`src/rtl/motor_pkg.sv`:
```
// motor_pkg: shared types and default duty levels for the soft-start motor PWM.
//   estado_rampa_t - ramp FSM states
//   DEF_*          - default duty targets for the 30/50/100 % levels
package motor_pkg;

  typedef enum logic [1:0] {
    REPOSO   = 2'd0,
    SUBIENDO = 2'd1,
    BAJANDO  = 2'd2,
    ESTABLE  = 2'd3
  } estado_rampa_t;

  localparam int DEF_PWM_BITS = 8;
  localparam int DEF_DUTY_30  = 77;
  localparam int DEF_DUTY_50  = 128;
  localparam int DEF_DUTY_100 = 255;

endpackage

```
`src/rtl/pwm_contador.sv`:
```
// pwm_contador: free-running PWM counter with period-boundary pulse and
// registered comparator output.
//   clk, reset  - clock, async active-high reset
//   duty        - applied duty (0 = always low, 2**PWM_BITS-1 = always high)
//   pwm_out     - registered (counter < duty)
//   fin_periodo - high the cycle the counter sits at its maximum
module pwm_contador #(
  parameter int PWM_BITS = 8
) (
  input  logic                clk,
  input  logic                reset,
  input  logic [PWM_BITS-1:0] duty,
  output logic                pwm_out,
  output logic                fin_periodo
);

  // Counter runs 0..2**PWM_BITS-2 so a period is 2**PWM_BITS-1 clocks and the
  // all-ones duty yields a constant high output.
  localparam logic [PWM_BITS-1:0] CNT_MAX = {{(PWM_BITS-1){1'b1}}, 1'b0};

  logic [PWM_BITS-1:0] r_cnt;
  logic                r_pwm;

  assign fin_periodo = (r_cnt == CNT_MAX);
  assign pwm_out     = r_pwm;

  always_ff @(posedge clk or posedge reset) begin
    if (reset) begin
      r_cnt <= '0;
      r_pwm <= 1'b0;
    end else begin
      r_cnt <= fin_periodo ? '0 : r_cnt + 1'b1;
      r_pwm <= (r_cnt < duty);
    end
  end

endmodule

```
`src/rtl/pwm_rampa_motor.sv`:
```
// pwm_rampa_motor: turns the speed FSM's one-hot level requests into a ramped
// PWM drive for the motor power stage.
//   clk, reset            - clock, async active-high reset
//   sel_30/sel_50/sel_100 - level requests (registered once internally)
//   pwm_out               - registered PWM drive
//   duty_actual           - currently applied duty
//   rampa_activa          - state is SUBIENDO or BAJANDO
//   en_objetivo           - duty reached a non-zero target
//   error_sel             - multi-hot select seen on the previous cycle
// Build option: define FRENO_RAPIDO_EN to drop duty straight to 0 at the next
// period boundary when no level is requested.
module pwm_rampa_motor
  import motor_pkg::*;
#(
  parameter int PWM_BITS = DEF_PWM_BITS,
  parameter int RAMP_DIV = 4,
  parameter int STEP     = 8,
  parameter int DUTY_30  = DEF_DUTY_30,
  parameter int DUTY_50  = DEF_DUTY_50,
  parameter int DUTY_100 = DEF_DUTY_100
) (
  input  logic                clk,
  input  logic                reset,
  input  logic                sel_30,
  input  logic                sel_50,
  input  logic                sel_100,
  output logic                pwm_out,
  output logic [PWM_BITS-1:0] duty_actual,
  output logic                rampa_activa,
  output logic                en_objetivo,
  output logic                error_sel
);

  localparam int RC_W = (RAMP_DIV > 1) ? $clog2(RAMP_DIV) : 1;
  localparam logic [RC_W-1:0]     RC_MAX = RC_W'(RAMP_DIV - 1);
  localparam logic [PWM_BITS:0]   STEP_X = (PWM_BITS+1)'(STEP);
  localparam logic [PWM_BITS-1:0] D30    = PWM_BITS'(DUTY_30);
  localparam logic [PWM_BITS-1:0] D50    = PWM_BITS'(DUTY_50);
  localparam logic [PWM_BITS-1:0] D100   = PWM_BITS'(DUTY_100);

  logic [2:0]          r_sel;
  logic [PWM_BITS-1:0] r_target, r_duty;
  logic [RC_W-1:0]     r_rc;
  logic                r_err;
  estado_rampa_t       r_state, w_state_nxt;

  logic [PWM_BITS-1:0] w_tgt_nxt, w_duty_nxt;
  logic [PWM_BITS:0]   w_duty_x, w_tgt_x;
  logic                w_fin, w_step, w_multi;

  pwm_contador #(.PWM_BITS(PWM_BITS)) u_cnt (
    .clk        (clk),
    .reset      (reset),
    .duty       (r_duty),
    .pwm_out    (pwm_out),
    .fin_periodo(w_fin)
  );

  assign w_multi = (r_sel & (r_sel - 3'd1)) != 3'd0;
  assign w_step  = w_fin && (r_rc == RC_MAX);

  // Target decode; a multi-hot request keeps the previous target.
  always_comb begin
    w_tgt_nxt = r_target;
    case (r_sel)
      3'b000:  w_tgt_nxt = '0;
      3'b001:  w_tgt_nxt = D30;
      3'b010:  w_tgt_nxt = D50;
      3'b100:  w_tgt_nxt = D100;
      default: w_tgt_nxt = r_target;
    endcase
  end

  // Ramp step toward the incoming target, so a target change landing on a
  // step boundary is honoured immediately. Differences are taken in the
  // larger-minus-smaller direction at PWM_BITS+1 bits: no wrap, no overshoot.
  always_comb begin
    w_duty_x   = {1'b0, r_duty};
    w_tgt_x    = {1'b0, w_tgt_nxt};
    w_duty_nxt = r_duty;
    if (w_step) begin
      if (w_duty_x < w_tgt_x)
        w_duty_nxt = ((w_tgt_x - w_duty_x) <= STEP_X) ? w_tgt_nxt
                                                      : PWM_BITS'(w_duty_x + STEP_X);
      else if (w_duty_x > w_tgt_x)
        w_duty_nxt = ((w_duty_x - w_tgt_x) <= STEP_X) ? w_tgt_nxt
                                                      : PWM_BITS'(w_duty_x - STEP_X);
    end
`ifdef FRENO_RAPIDO_EN
    if (w_fin && (w_tgt_nxt == '0))
      w_duty_nxt = '0;
`else
`endif
  end

  // State follows the duty/target relation of the values being registered,
  // so r_state always describes r_duty against r_target.
  always_comb begin
    w_state_nxt  = REPOSO;
    rampa_activa = (r_state == SUBIENDO) || (r_state == BAJANDO);
    en_objetivo  = (r_state == ESTABLE);
    if (w_duty_nxt < w_tgt_nxt)       w_state_nxt = SUBIENDO;
    else if (w_duty_nxt > w_tgt_nxt)  w_state_nxt = BAJANDO;
    else if (w_tgt_nxt != '0)         w_state_nxt = ESTABLE;
  end

  always_ff @(posedge clk or posedge reset) begin
    if (reset) begin
      r_state <= REPOSO;
    end else begin
      r_state <= w_state_nxt;
    end
  end

  always_ff @(posedge clk or posedge reset) begin
    if (reset) begin
      r_sel    <= '0;
      r_target <= '0;
      r_duty   <= '0;
      r_rc     <= '0;
      r_err    <= 1'b0;
    end else begin
      r_sel    <= {sel_100, sel_50, sel_30};
      r_target <= w_tgt_nxt;
      r_duty   <= w_duty_nxt;
      r_err    <= w_multi;
      if (w_state_nxt != r_state) r_rc <= '0;
      else if (w_fin)              r_rc <= (r_rc == RC_MAX) ? '0 : r_rc + 1'b1;
    end
  end

  assign duty_actual = r_duty;
  assign error_sel   = r_err;

endmodule

```
`config.mk`:
```
export PLATFORM = sky130hd
export DESIGN_NAME = pwm_rampa_motor
export DESIGN_NICKNAME = d
export VERILOG_FILES = /design/src/rtl/motor_pkg.sv /design/src/rtl/pwm_contador.sv /design/src/rtl/pwm_rampa_motor.sv
export SDC_FILE = /design/constraint.sdc
export NUM_CORES = 1
export LEC_CHECK = 0
export CAP_MARGIN = 20
export CORE_UTILIZATION = 30
export CTS_CLUSTER_SIZE = 40
export DETAILED_ROUTE_END_ITERATION = 12
export DONT_BUFFER_PORTS = 1
export GPL_TIMING_DRIVEN = 0
export SKIP_CTS_REPAIR_TIMING = 1
export SLEW_MARGIN = 20
export SYNTH_ARGS = -nofsm -noshare
export SYNTH_HDL_FRONTEND = slang
export SYNTH_HIERARCHICAL = 1
export SYNTH_SLANG_ARGS = --single-unit
```
`constraint.sdc`:
```
create_clock -name clk -period 7.7 [get_ports clk]
set_clock_uncertainty 0.1 [all_clocks]
set_input_delay 1.54 -clock clk [delete_from_list [all_inputs] [get_ports clk]]
set_output_delay 1.54 -clock clk [all_outputs]
set_load 0.005 [all_outputs]
```
==> out/qor.yml, run 1 <==
status: "completed"
cts.sinks: 33
synth_area_leaders: "dfrtp_1 (28%), ha_1 (14%), inv_1 (4.8%)"
io_pins: 17
die_x_um: 100.3
syn_area_per_cell_um2: 8.243
critical_path.max_fanout: 10
portBuffers: 0
grt_util_met1_pct: 20.56
grtUsageMet3_pct: 2.855
placementRows: 35
synth_top_area_share_pct: 28.46
period_needed_ns: 6.452
wl_um: 7164
insertion_delay_ns: 0.28
fin_cells: 489
yosys-top-cells-count: "inv_1 (37), nor2_1 (35), dfrtp_1 (33), ha_1 (33)"
max_cap_viol_count: 0
pre_cts_ws_ns: 1.302
syn_nets: 390
worst_pin_slew_ns: 0.9249
max_stage_delay_ns: 0.50
cts.path.max_buffers: 2
drtIter0Drc: 99
place_hpwl_um: 5549
drive_above_1_share_pct: 10.00
finalSetupTns_ns: 0
setup_viol: 0
yosysMostFrequentCell: "inv_1"
relSlewSlack_pct: 38.27
drtAntennaViolNets: 0
place_inst: 481
dr.pass1.iters: 4
area_growth_syn_to_layout_pct: 9.573
grt_pass1_wl_um: 11790
core_area_um2: 9284
avgRoutedWirePerCell_um: 14.65
arrival_ns: 6.52
busiest_layer: "met2"
synthCells: 352
cts_inserted_buffers: 5
timing_worst_setup_path_type: "reg2reg"
power.density_nw_per_um2: 142.8
finalPower_mw: 0.4540
vdd_ir_drop_max_mv: 0.07593
synth_cell_types: 66
grt_setup_unrepaired: "false"
grt_max_degree: 25
start_kind: "flip-flop"
nNetsFinal: 397
drc: 0
cts_tree: "yes"
path_clk_slew_ns: 0.07
ys_ff_latch: 33
num_antenna_cells: 0
hold_violations: 0
clock.fmax_mhz: 155.0
grt-ovfl-total: 0
die-height_um: 100.3
globalRouteTotalUtil_pct: 14.94
synth_edf_count: 0
vias_per_cell: 5.221
worst_path_max_delay_cell: "or4b_4"
cp-end-kind: "flip-flop"
synth_warnings: 6
met2_usage_pct: 23.39
hold_path.class: "reg2reg"
async_reset_ff_share_pct: 100.0
synth_top_cell_by_area: "dfrtp_1"
route.vias.total: 2553
die-area_um2: 10070
syn-cell-area_um2: 2902
setup_slack_ns: 1.248
gp_congestion: 0.8647
drv_slew: 0
start_util_pct: 31.25
cts_max_level: 2
utilization_pct: 34.25
antenna_found_initial: 0
grt_pass1_vias: 2420
synth-main-ff-cell: "dfrtp_1"
power.leakage_nw: 1.392
yosysSeqAreaShare_pct: 28.46
cts-root-buf: "clkbuf_8"
period_share_pct: 83.79
required_ns: 7.77
## power breakdown
group | internal, mW | total [mW] | switching [mW]
sequential | 0.179 | 0.181 | 0.00232
combinational | 0.0378 | 0.105 | 0.0667
clock | 0.106 | 0.168 | 0.0625
## registers in the layout, summed over array words and instances (netlist names)
signal,count
error_sel,1
r_sel,3
u_cnt/pwm_out,1
duty_actual,8
r_target,8
r_state,2
r_rc,2
u_cnt/r_cnt,8
## area by class of cell
type                            count  area (um^2)
Buffer                             12        61.31
Clock buffer                        7        86.33
Clock inverter                      1        30.03
Fill cell                         983         6105
Inverter                           39        146.4
Multi-Input combinational cell    268         1868
Sequential cell                    33        825.8
Tap cell                          129        161.4
## worst max-delay path, delay by kind of cell (launching register included)
family | cells | cell delay [ns]
buf+inv | 4 | 0.87
simple gates | 10 | 1.84
flops | 1 | 0.38
fa+ha+maj | 2 | 0.64
compound gates | 11 | 2.14
mux | 1 | 0.39
## cell usage in the layout (no fill, tap or decap), drive strengths merged, types with 3 or more instances in the layout
cell type,count
xnor2,8
nor2b,4
o22ai,4
a211oi,4
clkbuf,11
o31ai,5
buf,8
nand3,17
nand2,27
o21bai,3
dfrtp,33
a31oi,5
inv,39
nor4,3
and3,4
or3,4
nand2b,3
ha,33
nor2,36
mux2,5
nand4,8
a21o,8
a21oi,28
o21ai,17
o211ai,4
## cells by family (layout without fill, tap and decap cells)
logic type	count (synthesis)	after routing	share of synthesized area, %
flops	33	33	28.46
simple gates	116	116	19.79
fa+ha+maj	33	33	14.23
xor+xnor	10	10	3.019
mux	7	7	2.760
buf+inv	51	59	7.158
compound gates	102	102	24.58
## path summary, 6_finish.rpt
kind	from	to	slack, ns	cells past startpoint
min in group asynchronous	reset	u_cnt/r_cnt[3]	1.00	1
hold reg to reg	u_cnt/r_cnt[0]	u_cnt/r_cnt[0]	0.45	1
setup / recovery	r_sel[2]	r_rc[0]	1.25	28
setup reg to reg	r_sel[2]	r_rc[0]	1.25	28
max in group asynchronous	reset	r_target[0]	5.68	1
hold / removal	u_cnt/r_cnt[0]	u_cnt/r_cnt[0]	0.45	1
## routing by layer
| metal | vias to the layer above | part of all wire (%) |
|---|---|---|
| met4 | 0 | 1.8 |
| met1 | 1201 | 48 |
| met3 | 11 | 4.1 |
| met2 | 50 | 46 |
| li1 | 1291 | - |
| met5 | - | 0 |
## per-stage QoR
step | cell area, um^2 | hold slack (ns)
finish | 3179 | 0.4488
global placement | 3063 | 0.4181
global route | 3179 | 0.4938
CTS | 3179 | 0.4631
floorplan | 2902 | 0.3903
detailed placement | 3063 | 0.4196
No activity file was read; power rests on OpenSTA's default activity.
==> run 2: changes to the inputs <==
==> constraint.sdc (replaced) <==
create_clock -name clk -period 5.5 [get_ports clk]
set_clock_uncertainty 0.1 [all_clocks]
set_input_delay 1.1 -clock clk [delete_from_list [all_inputs] [get_ports clk]]
set_output_delay 1.1 -clock clk [all_outputs]
set_load 0.005 [all_outputs]
==> run 2 against run 1 <==
  * Core utilization rose by 4.6 points
  * Combinational power rose by 88%
  * Hold slack got worse by 0.0016 ns
  * Sequential cell count did not move
  * Largest cell class unchanged
  * Non-clock buffer count rose by 22
  * Clock power rose by 40%
  * Routed wire length rose by 9.4%
  * Global-route usage did not move
  * Sequential share of layout area fell by 3.1 points
  * Maximum frequency rose by 23%
  * Clock-buffer cell count did not move
  * Final area rose by 13%
==> out/qor.yml, run 2 (synthesized netlist as in run 1, its figures left out) <==
cts.path.max_buffers: 2  # unchanged
finalSetupTns_ns: 0  # unchanged
place_hpwl_um: 5549  # unchanged
dr.pass1.iters: 4  # unchanged
vdd_ir_drop_max_mv: 0.1125  # +48%
intPower_mw: 0.4831  # +50%
grt_pass1_vias: 2420  # unchanged
required_ns: 5.57  # -2.20 ns
period_share_pct: 95.24  # +11 points
power.leakage_nw: 1.540  # +11%
core_area_um2: 9284  # unchanged
critPathTopFamily: "simple AND/OR/NAND/NOR gates"
start_util_pct: 31.25  # unchanged
drtIter0Drc: 87  # -12%
place_inst: 481  # unchanged
die-area_um2: 10070  # unchanged
route.vias.total: 2679  # +4.9%
die_x_um: 100.3  # unchanged
grt-ovfl-total: 0  # unchanged
grt_pass1_wl_um: 11790  # unchanged
pwr-share-seq_pct: 37.0  # -3.0 points
drc: 0  # unchanged
power.switching_mw: 0.2053  # +56%
stdcell_area_um2: 3607  # +13%
worst-path-buf-inv: 6  # +2
start_kind: "flip-flop"
clock.fmax_mhz: 190.9  # +23%
cts_tree: "yes"
combPwrFrac_pct: 28.7  # +5.7 points
grt_max_degree: 25  # unchanged
setup_viol: 0  # unchanged
timing_worst_setup_path_type: "reg2reg"
insertion_delay_ns: 0.29  # about the same
final_cell_mix: "inv_1 (36), dfrtp_1 (33), ha_1 (29)"
p_clk_share_pct: 34.3  # -2.7 points
wl_um: 7839  # +9.4%
max_cap_viol_count: 0  # unchanged
swShare_pct: 29.82  # +0.84 points
relSlewSlack_pct: 36.43  # -1.8 points
drtAntennaViolNets: 0  # unchanged
fin_cells: 511  # +4.5%
finalPower_mw: 0.6885  # +52%
power.density_nw_per_um2: 190.9  # +34%
portBuffers: 0  # unchanged
hold_violations: 0  # unchanged
final_common_cell: "inv_1"
max_stage_delay_ns: 0.58  # +0.08 ns
avgRoutedWirePerCell_um: 15.34  # +4.7%
num_antenna_cells: 0  # unchanged
period_needed_ns: 5.238  # -1.214 ns
postPlaceCellArea_um2: 3063  # unchanged
critical_path.max_fanout: 10  # unchanged
cts_inserted_buffers: 5  # unchanged
cts_max_level: 2  # unchanged
globalRouteTotalUtil_pct: 14.94  # unchanged
status: "completed"
hold_path.class: "reg2reg"
die-height_um: 100.3  # unchanged
cts-root-buf: "clkbuf_8"
arrival_ns: 5.31  # -1.21 ns
cts.sinks: 33  # unchanged
placementRows: 35  # unchanged
cp-end-kind: "flip-flop"
drive_above_1_share_pct: 24.08  # +14 points
r2r_slack_ns: 0.26  # -0.99 ns
worst_pin_slew_ns: 0.9526  # +0.02766 ns
area_growth_syn_to_layout_pct: 24.32
vias_per_cell: 5.243  # +0.42%
path_clk_slew_ns: 0.07  # about the same
io_pins: 17  # unchanged
nNetsFinal: 419  # +5.5%
gp_congestion: 0.8647  # unchanged
antenna_found_initial: 0  # unchanged
worst_path_max_delay_cell: "or4b_4"
drv_slew: 0  # unchanged
## run 2: cell type report
cell class | count | area, um^2
tap | 129 | 161.4
clock inverter | 1 | 30.03
multi-input combinational | 268 | 2090
sequential | 33 | 825.8
fill | 947 | 5677
buffer | 11 | 85.08
clock buffer | 7 | 86.33
timing repair buffer | 23 | 180.2
inverter | 39 | 148.9
## run 2: metrics by stage
stage	utilization (%)	hold slack, ns	setup slack (ns)
floorplan	-	0.3903	0.1004
global placement	32.99	0.4181	-0.7872
detailed placement	32.99	0.4196	-0.8983
CTS	34.25	0.4631	-0.9366
global route	38.85	0.4938	-0.09124
finish	38.85	0.4472	0.2621
## run 2: power by group through the flow
| stage | clock network [mW] | registers [mW] | logic [mW] |
|---|---|---|---|
| global route | 0.252 | 0.256 | 0.215 |
| CTS | 0.244 | 0.254 | 0.146 |
| finish | 0.236 | 0.255 | 0.197 |
| global placement | 0 | 0.258 | 0.142 |
| detailed placement | 0 | 0.259 | 0.145 |
| floorplan | 0 | 0.258 | 0.112 |
## run 2: worst paths after layout
kind / from / to / cells past startpoint
max: r_sel[0] / r_rc[0] / 29
min: u_cnt/r_cnt[0] / u_cnt/r_cnt[0] / 1
max reg2reg: r_sel[0] / r_rc[0] / 29
min reg2reg: u_cnt/r_cnt[0] / u_cnt/r_cnt[0] / 1
max in group asynchronous: reset / duty_actual[5] / 1
min in group asynchronous: reset / u_cnt/r_cnt[3] / 1
## run 2: per-layer routing
layer | wire length, um | GRT usage (%) | share of wire [%]
met1 | 3600 | 20.56 | 46
met2 | 3780 | 23.39 | 48
met3 | 330 | 2.855 | 4.2
met4 | 127 | 5.128 | 1.6
met5 | 0 | 0 | 0
